==> src/rtl/w25q_pkg.sv <==
// Shared definitions for the W25Q32JV burst read sequencer:
// FSM state encoding, flash address mask, FIFO entry layout and the
// address-step helper used when advancing through a burst.
package w25q_pkg;

  // 4 MB part: byte addresses live in the low 22 bits
  localparam logic [23:0] W25Q_ADDR_MASK = 24'h3FFFFF;

  // One fast-read transaction returns a 16-bit word (two bytes)
  localparam int WORD_W  = 16;
  localparam int ENTRY_W = WORD_W + 1;

  // Sequencer states (IDLE must stay all-zero so reset shows state 0)
  localparam logic [1:0] ST_IDLE  = 2'd0;
  localparam logic [1:0] ST_ISSUE = 2'd1;
  localparam logic [1:0] ST_WAIT  = 2'd2;
  localparam logic [1:0] ST_GAP   = 2'd3;

  // Output FIFO entry: last flag above the data word
  typedef struct packed {
    logic              last;
    logic [WORD_W-1:0] data;
  } entry_t;

  // Step to the next word address, wrapping at the top of the device
  function automatic logic [23:0] next_addr(input logic [23:0] addr);
    return (addr + 24'd2) & W25Q_ADDR_MASK;
  endfunction

endpackage

==> src/rtl/w25q_rdseq_fifo.sv <==
// Small synchronous FIFO holding {last, data} entries for the read
// sequencer. DEPTH must be a power of two so the pointers wrap naturally.
// The head entry is presented combinationally; count is exposed so the
// sequencer can reserve a slot before launching a transaction.
module w25q_rdseq_fifo #(
  parameter  int DEPTH = 4,
  parameter  int WIDTH = 17,
  localparam int PTR_W = $clog2(DEPTH),
  localparam int CNT_W = PTR_W + 1
) (
  input  logic             clk,
  input  logic             arstn,
  input  logic             push,
  input  logic [WIDTH-1:0] push_data,
  input  logic             pop,
  output logic [WIDTH-1:0] head_data,
  output logic             head_valid,
  output logic [CNT_W-1:0] count
);

  localparam logic [CNT_W-1:0] DEPTH_C = CNT_W'(DEPTH);

  logic [WIDTH-1:0] mem [DEPTH];
  logic [PTR_W-1:0] wr_ptr;
  logic [PTR_W-1:0] rd_ptr;
  logic             do_push;
  logic             do_pop;
  logic             full;

  assign full       = (count == DEPTH_C);
  assign head_valid = (count != '0);
  assign head_data  = mem[rd_ptr];
  assign do_pop     = pop & head_valid;
  // A pop in the same cycle frees the slot, so push is legal even when full
  assign do_push    = push & (~full | do_pop);

  // Storage and pointers; storage is cleared so outputs read 0 after reset
  always_ff @(posedge clk or negedge arstn) begin
    if (!arstn) begin
      for (int i = 0; i < DEPTH; i++) mem[i] <= '0;
      wr_ptr <= '0;
      rd_ptr <= '0;
    end else begin
      if (do_push) begin
        mem[wr_ptr] <= push_data;
        wr_ptr      <= wr_ptr + 1'b1;
      end
      if (do_pop) rd_ptr <= rd_ptr + 1'b1;
    end
  end

  // Occupancy: simultaneous push and pop leaves it unchanged
  always_ff @(posedge clk or negedge arstn) begin
    if (!arstn) begin
      count <= '0;
    end else begin
      case ({do_push, do_pop})
        2'b10:   count <= count + 1'b1;
        2'b01:   count <= count - 1'b1;
        default: count <= count;
      endcase
    end
  end

endmodule

==> src/rtl/w25q32jv_read_seq.sv <==
// Burst read sequencer in front of the W25Q32JV fast-read engine.
// Takes one {addr, len} request, launches one fast-read per 16-bit word
// at +2 byte steps, and streams captured words out through a small FIFO.
// Optional done watchdog: define W25Q_RDSEQ_TIMEOUT_EN.
//
// Handshakes: every valid/ready pair transfers on a clock edge where both
// are high; valid never depends on ready. req_ready is high only in IDLE.
// dout_valid/dout_data/dout_last describe the FIFO head and stay stable
// until popped.
module w25q32jv_read_seq
  import w25q_pkg::*;
#(
  parameter int LEN_W          = 16,
  parameter int FIFO_DEPTH     = 4,
  parameter int GAP_CYCLES     = 2,
  parameter int TIMEOUT_CYCLES = 4096
) (
  input  logic             clk,
  input  logic             arstn,
  input  logic             req_valid,
  output logic             req_ready,
  input  logic [23:0]      req_addr,
  input  logic [LEN_W-1:0] req_len,
  output logic             fastread_start,
  output logic [23:0]      fastread_addr,
  input  logic             fastread_done,
  input  logic [7:0]       data_out_1,
  input  logic [7:0]       data_out_2,
  output logic             dout_valid,
  input  logic             dout_ready,
  output logic [15:0]      dout_data,
  output logic             dout_last,
  output logic             busy,
  output logic             seq_done,
  output logic             timeout_err,
  output logic [1:0]       dbg_state
);

  localparam int CNT_W = $clog2(FIFO_DEPTH) + 1;
  localparam logic [CNT_W-1:0] DEPTH_C = CNT_W'(FIFO_DEPTH);

  // Gap counter sized so GAP_CYCLES = 0 still gives a legal width
  localparam int GAP_W = $clog2(GAP_CYCLES + 2);
  localparam logic [GAP_W-1:0] GAP_LAST =
    GAP_W'((GAP_CYCLES > 0) ? GAP_CYCLES - 1 : 0);

  logic [1:0]       state;
  logic [LEN_W-1:0] remaining;
  logic [GAP_W-1:0] gap_cnt;
  logic             done_q;
  logic             done_rise;
  logic             last_word;
  logic             push;
  entry_t           push_entry;
  entry_t           head_entry;
  logic [CNT_W-1:0] fifo_count;

`ifdef W25Q_RDSEQ_TIMEOUT_EN
  localparam int TO_W = $clog2(TIMEOUT_CYCLES + 1);
  localparam logic [TO_W-1:0] TO_LAST = TO_W'(TIMEOUT_CYCLES - 1);
  logic [TO_W-1:0] wait_cnt;
`endif

  assign req_ready  = (state == ST_IDLE);
  assign busy       = (state != ST_IDLE);
  assign dbg_state  = state;
  assign done_rise  = fastread_done & ~done_q;
  assign last_word  = (remaining == LEN_W'(1));

  // The FIFO slot was reserved in ISSUE, so a capture can always be pushed
  assign push            = (state == ST_WAIT) & done_rise;
  assign push_entry.last = last_word;
  assign push_entry.data = {data_out_1, data_out_2};

  assign dout_data = head_entry.data;
  assign dout_last = head_entry.last;

  // Registered copy of done for rising-edge detection
  always_ff @(posedge clk or negedge arstn) begin
    if (!arstn) done_q <= 1'b0;
    else        done_q <= fastread_done;
  end

  // Burst control FSM: accept, launch, capture, enforce inter-read gap
  always_ff @(posedge clk or negedge arstn) begin
    if (!arstn) begin
      state          <= ST_IDLE;
      remaining      <= '0;
      gap_cnt        <= '0;
      fastread_addr  <= '0;
      fastread_start <= 1'b0;
      seq_done       <= 1'b0;
`ifdef W25Q_RDSEQ_TIMEOUT_EN
      wait_cnt       <= '0;
`endif
    end else begin
      fastread_start <= 1'b0;
      seq_done       <= 1'b0;
      case (state)
        ST_IDLE: begin
          if (req_valid) begin
            fastread_addr <= req_addr;
            remaining     <= req_len;
            if (req_len == '0) seq_done <= 1'b1;
            else               state    <= ST_ISSUE;
          end
        end
        ST_ISSUE: begin
          // Launch only while a FIFO slot is free for the result
          if (fifo_count < DEPTH_C) begin
            fastread_start <= 1'b1;
            state          <= ST_WAIT;
`ifdef W25Q_RDSEQ_TIMEOUT_EN
            wait_cnt       <= '0;
`endif
          end
        end
        ST_WAIT: begin
          if (done_rise) begin
            remaining     <= remaining - 1'b1;
            fastread_addr <= next_addr(fastread_addr);
            if (last_word) begin
              seq_done <= 1'b1;
              state    <= ST_IDLE;
            end else begin
              gap_cnt <= '0;
              state   <= ST_GAP;
            end
          end
`ifdef W25Q_RDSEQ_TIMEOUT_EN
          else if (wait_cnt == TO_LAST) begin
            // Engine never answered: abandon the rest of the burst
            remaining <= '0;
            seq_done  <= 1'b1;
            state     <= ST_IDLE;
          end else begin
            wait_cnt <= wait_cnt + 1'b1;
          end
`endif
        end
        ST_GAP: begin
          // Minimum idle time, and done must have dropped before relaunch
          if (gap_cnt < GAP_LAST) gap_cnt <= gap_cnt + 1'b1;
          else if (!fastread_done) state <= ST_ISSUE;
        end
        default: state <= ST_IDLE;
      endcase
    end
  end

`ifdef W25Q_RDSEQ_TIMEOUT_EN
  // Sticky watchdog flag, cleared when a new request is accepted
  always_ff @(posedge clk or negedge arstn) begin
    if (!arstn) begin
      timeout_err <= 1'b0;
    end else if (state == ST_IDLE && req_valid) begin
      timeout_err <= 1'b0;
    end else if (state == ST_WAIT && !done_rise && wait_cnt == TO_LAST) begin
      timeout_err <= 1'b1;
    end
  end
`else
  assign timeout_err = 1'b0;
`endif

  w25q_rdseq_fifo #(
    .DEPTH (FIFO_DEPTH),
    .WIDTH (ENTRY_W)
  ) u_fifo (
    .clk        (clk),
    .arstn      (arstn),
    .push       (push),
    .push_data  (push_entry),
    .pop        (dout_valid & dout_ready),
    .head_data  (head_entry),
    .head_valid (dout_valid),
    .count      (fifo_count)
  );

endmodule

==> config.mk <==
export PLATFORM = sky130hd
export DESIGN_NAME = w25q32jv_read_seq
export DESIGN_NICKNAME = d
export VERILOG_FILES = /design/src/rtl/w25q_pkg.sv /design/src/rtl/w25q_rdseq_fifo.sv /design/src/rtl/w25q32jv_read_seq.sv
export SDC_FILE = /design/constraint.sdc
export NUM_CORES = 1
export LEC_CHECK = 0
export BUFFER_PORTS_ARGS = -buffer_cell sky130_fd_sc_hd__buf_2
export CORE_MARGIN = 2
export CORE_UTILIZATION = 61
export DETAILED_ROUTE_END_ITERATION = 10
export MAX_ROUTING_LAYER = met4
export PLACE_DENSITY_LB_ADDON = 0.2
export SLEW_MARGIN = 20
export SYNTH_ARGS = -nofsm -noshare
export SYNTH_HDL_FRONTEND = slang
export SYNTH_SLANG_ARGS = --single-unit
export TNS_END_PERCENT = 20
==> constraint.sdc <==
create_clock -name clk -period 5.1 [get_ports clk]
set_clock_uncertainty 0.05 [all_clocks]
set_input_delay 0.255 -clock clk [delete_from_list [all_inputs] [get_ports clk]]
set_output_delay 0.255 -clock clk [all_outputs]
set_load 0.1 [all_outputs]
==> impl_metrics.tcl <==
set metrics [dict create \
    grt_max_degree 67 \
    top_usage_layer "met2" \
    grt_pass1_vias 5250 \
    yosysUniqueCellTypes 65 \
    setup_tns_ns 0 \
    worstPathMaxFanout 53 \
    r2r-end "u_fifo.count[1]" \
    clk_pin_slew_ns 0.06 \
    worstHoldPathCells 3 \
    synth_top_area_share_pct 47.18 \
    vias 5276 \
    path_cells "inv_1 > ha_1 > buf_4 > inv_2 > nor3_4 > inv_1 > ha_1 > inv_1 > fa_1 > o21ai_0" \
    antenna_found_initial 0 \
    crit_path_start_kind "flip-flop" \
    cts_tree "yes" \
    fill_cells 627 \
    drc 0 \
    drt-total-wl_microns 16000 \
    cpMaxStageDelayCell "nor3_4" \
    r2r_slack_ns 1.99 \
    max-cap-violations 0 \
    met3_usage_pct 6.565 \
    reg2reg_from "dbg_state[0]" \
    syn_nets 641 \
    io_pins 110 \
    post_dp_cell_area_sq_um 7092 \
    core_sq_um 10320 \
    min_from "req_addr[1]" \
    grtUsageTotal_pct 30.22 \
    rsz0062_at_grt "false" \
    ant_nets 0 \
    synth_area_sq_um 6471 \
    postCtsHoldBufs 53 \
    cp.required_ns 5.48 \
    maxSlewHeadroom_pct 29.08 \
    finalNetCount 795 \
    seq_area_sq_um 3053 \
    synth_edf_count 0 \
    setup_ws_ns 1.992 \
    fp.dieH_microns 107.0 \
    dp_hpwl_microns 9823 \
    clk_latency_ns 0.53 \
    synthArstFlopShare_pct 100.0 \
    die_x_microns 107.0 \
    max_freq_mhz 321.8 \
    drtIter0Drc 436 \
    syn-mean-instance-area_sq_um 11.43 \
    globalRouteMet2Util_pct 49.73 \
    cp.arrival_ns 3.49 \
    clk_path_buf_depth 2 \
    fin_util_pct 79.74 \
    slowest_delay_ns 0.46 \
    holdCritPathClass "input pin to flip-flop" \
    clkSinkCount 122 \
    synthTopCellsByArea "dfrtp_1, mux2_2, mux4_2, ha_1, nor3_1" \
    yosysMostFrequentCell "dfrtp_1" \
    clockRootBuffer "clkbuf_8" \
    antenna_cells 0 \
    critPathCaptureType "flip-flop" \
    cts_buffers 17 \
    synth_warnings 0 \
    multi_input_area_sq_um 3231 \
    syn2layout_area_growth_pct 27.20 \
    grt_first_pass_wirelength_microns 25960 \
    initial_core_util_pct 62.68 \
    drive_gt1_share_pct 34.52 \
    place_ws_ns 2.017 \
    die_area_sq_um 11450 \
    yosysTopAreaCell "dfrtp_1" \
    cpMostUsedCell "inv_1" \
    status "completed" \
    cp_top_family "buffers and inverters" \
    num_rows 37 \
    netlist_instances 566 \
    slew_violations 0 \
    min_period_ns 3.108 \
    setup_viol 0 \
    fin_crit_sh_pct 60.94 \
    synth-seq-cells 122 \
    post_cts_buffers 0 \
    viasPerCell 6.071 \
    post_cts_resized 0 \
    design_area_sq_um 8232 \
    port_buffers 108 \
    hold_viol 0 \
    worstSetupPathType "flip-flop to flip-flop" \
    place.gp.congestion 0.8995 \
    htreeDepth 4 \
    detailedRoute.firstPassIterationCount 5 \
    holdPathEnd "fastread_addr[1]" \
    netlist_top_cells_count "dfrtp_1, mux2_2, nand2_1, nor3_1, o21ai_0" \
    yosysSeqAreaShare_pct 47.18 \
    met1_usage_pct 37.46 \
    grt.overflow.total 0 \
    path_buf_inv 5 \
    worst_pin_slew_ns 1.064 \
    r2r_cells 10 \
    synthFlopType "dfrtp_1" \
    wire_per_inst_microns 18.42 \
]
sequential cells by signal, indices dropped and copies added, names as in the netlist:
signal,flops
dbg_state,2
done_q,1
fastread_addr,24
fastread_start,1
gap_cnt,2
remaining,16
seq_done,1
u_fifo.count,3
u_fifo.mem,68
u_fifo.rd_ptr,2
u_fifo.wr_ptr,2
layout make-up:
type	count	share of cell area [%]
Clock buffer	19	5.366
Clock inverter	13	2.006
Inverter	18	0.8208
Multi-Input combinational cell	396	39.25
Sequential cell	122	37.09
Tap cell	136	2.067
Timing Repair Buffer	165	13.41
cell families after synthesis:
logic type,synth area share (%)
compound gates,10.48
xor+xnor,0.8122
fa+ha+maj,2.823
buf+inv,3.132
flops,47.18
mux,19.06
other cells,0.05795
simple gates,16.45
routing by layer:
metal	wire [microns]	share of wire (%)
met4	227	1.4
met1	6545	41
met2	8258	52
met3	973	6.1
met5	0	0
worst register-to-register path, stage by stage, from the launching register on:
cell	delay, ns
dfrtp_1	0.43
inv_1	0.10
ha_1	0.15
buf_4	0.45
inv_2	0.37
nor3_4	0.46
inv_1	0.08
ha_1	0.22
inv_1	0.08
fa_1	0.42
o21ai_0	0.21
metrics by stage:
step | hold WS (ns) | instances
2_1_floorplan | -0.09059 | 566
5_1_grt | 0.01707 | 869
4_1_cts | 0.008707 | 869
3_5_place_dp | 0.3196 | 784
6_report | 0.02293 | 869
3_3_place_gp | 0.3147 | 784
placed cells by master, fill, tap and decap left out, types with 6 or more instances in the layout:
cell type,synthesis,routed
a22oi_1,10,10
nand2b_1,10,10
ha_1,13,13
dlygate4sd3_1,0,53
mux4_2,17,17
and2_1,6,6
mux2_2,72,72
nand3_1,13,13
nor3_1,25,25
dfrtp_1,122,122
a21oi_1,12,12
and4_1,10,10
buf_2,9,107
nor2_1,23,22
clkbuf_16,0,16
nor2b_1,7,7
nand2_1,33,33
inv_1,17,17
o22ai_1,14,14
nor4_1,11,11
or3_1,7,7
o21ai_0,25,25
worst max path at each step:
stage / cells after the start / to / from
floorplan: 7 / fastread_addr[15] / dbg_state[0]
global placement: 12 / u_fifo.count[2] / dbg_state[0]
detailed placement: 10 / u_fifo.count[1] / dbg_state[0]
CTS: 10 / u_fifo.count[1] / dbg_state[0]
global route: 10 / u_fifo.count[1] / dbg_state[0]
finish: 10 / u_fifo.count[1] / dbg_state[0]
Power is not shown: default switching activity piles up to over one toggle a cycle in this logic, so the estimate is an artifact.
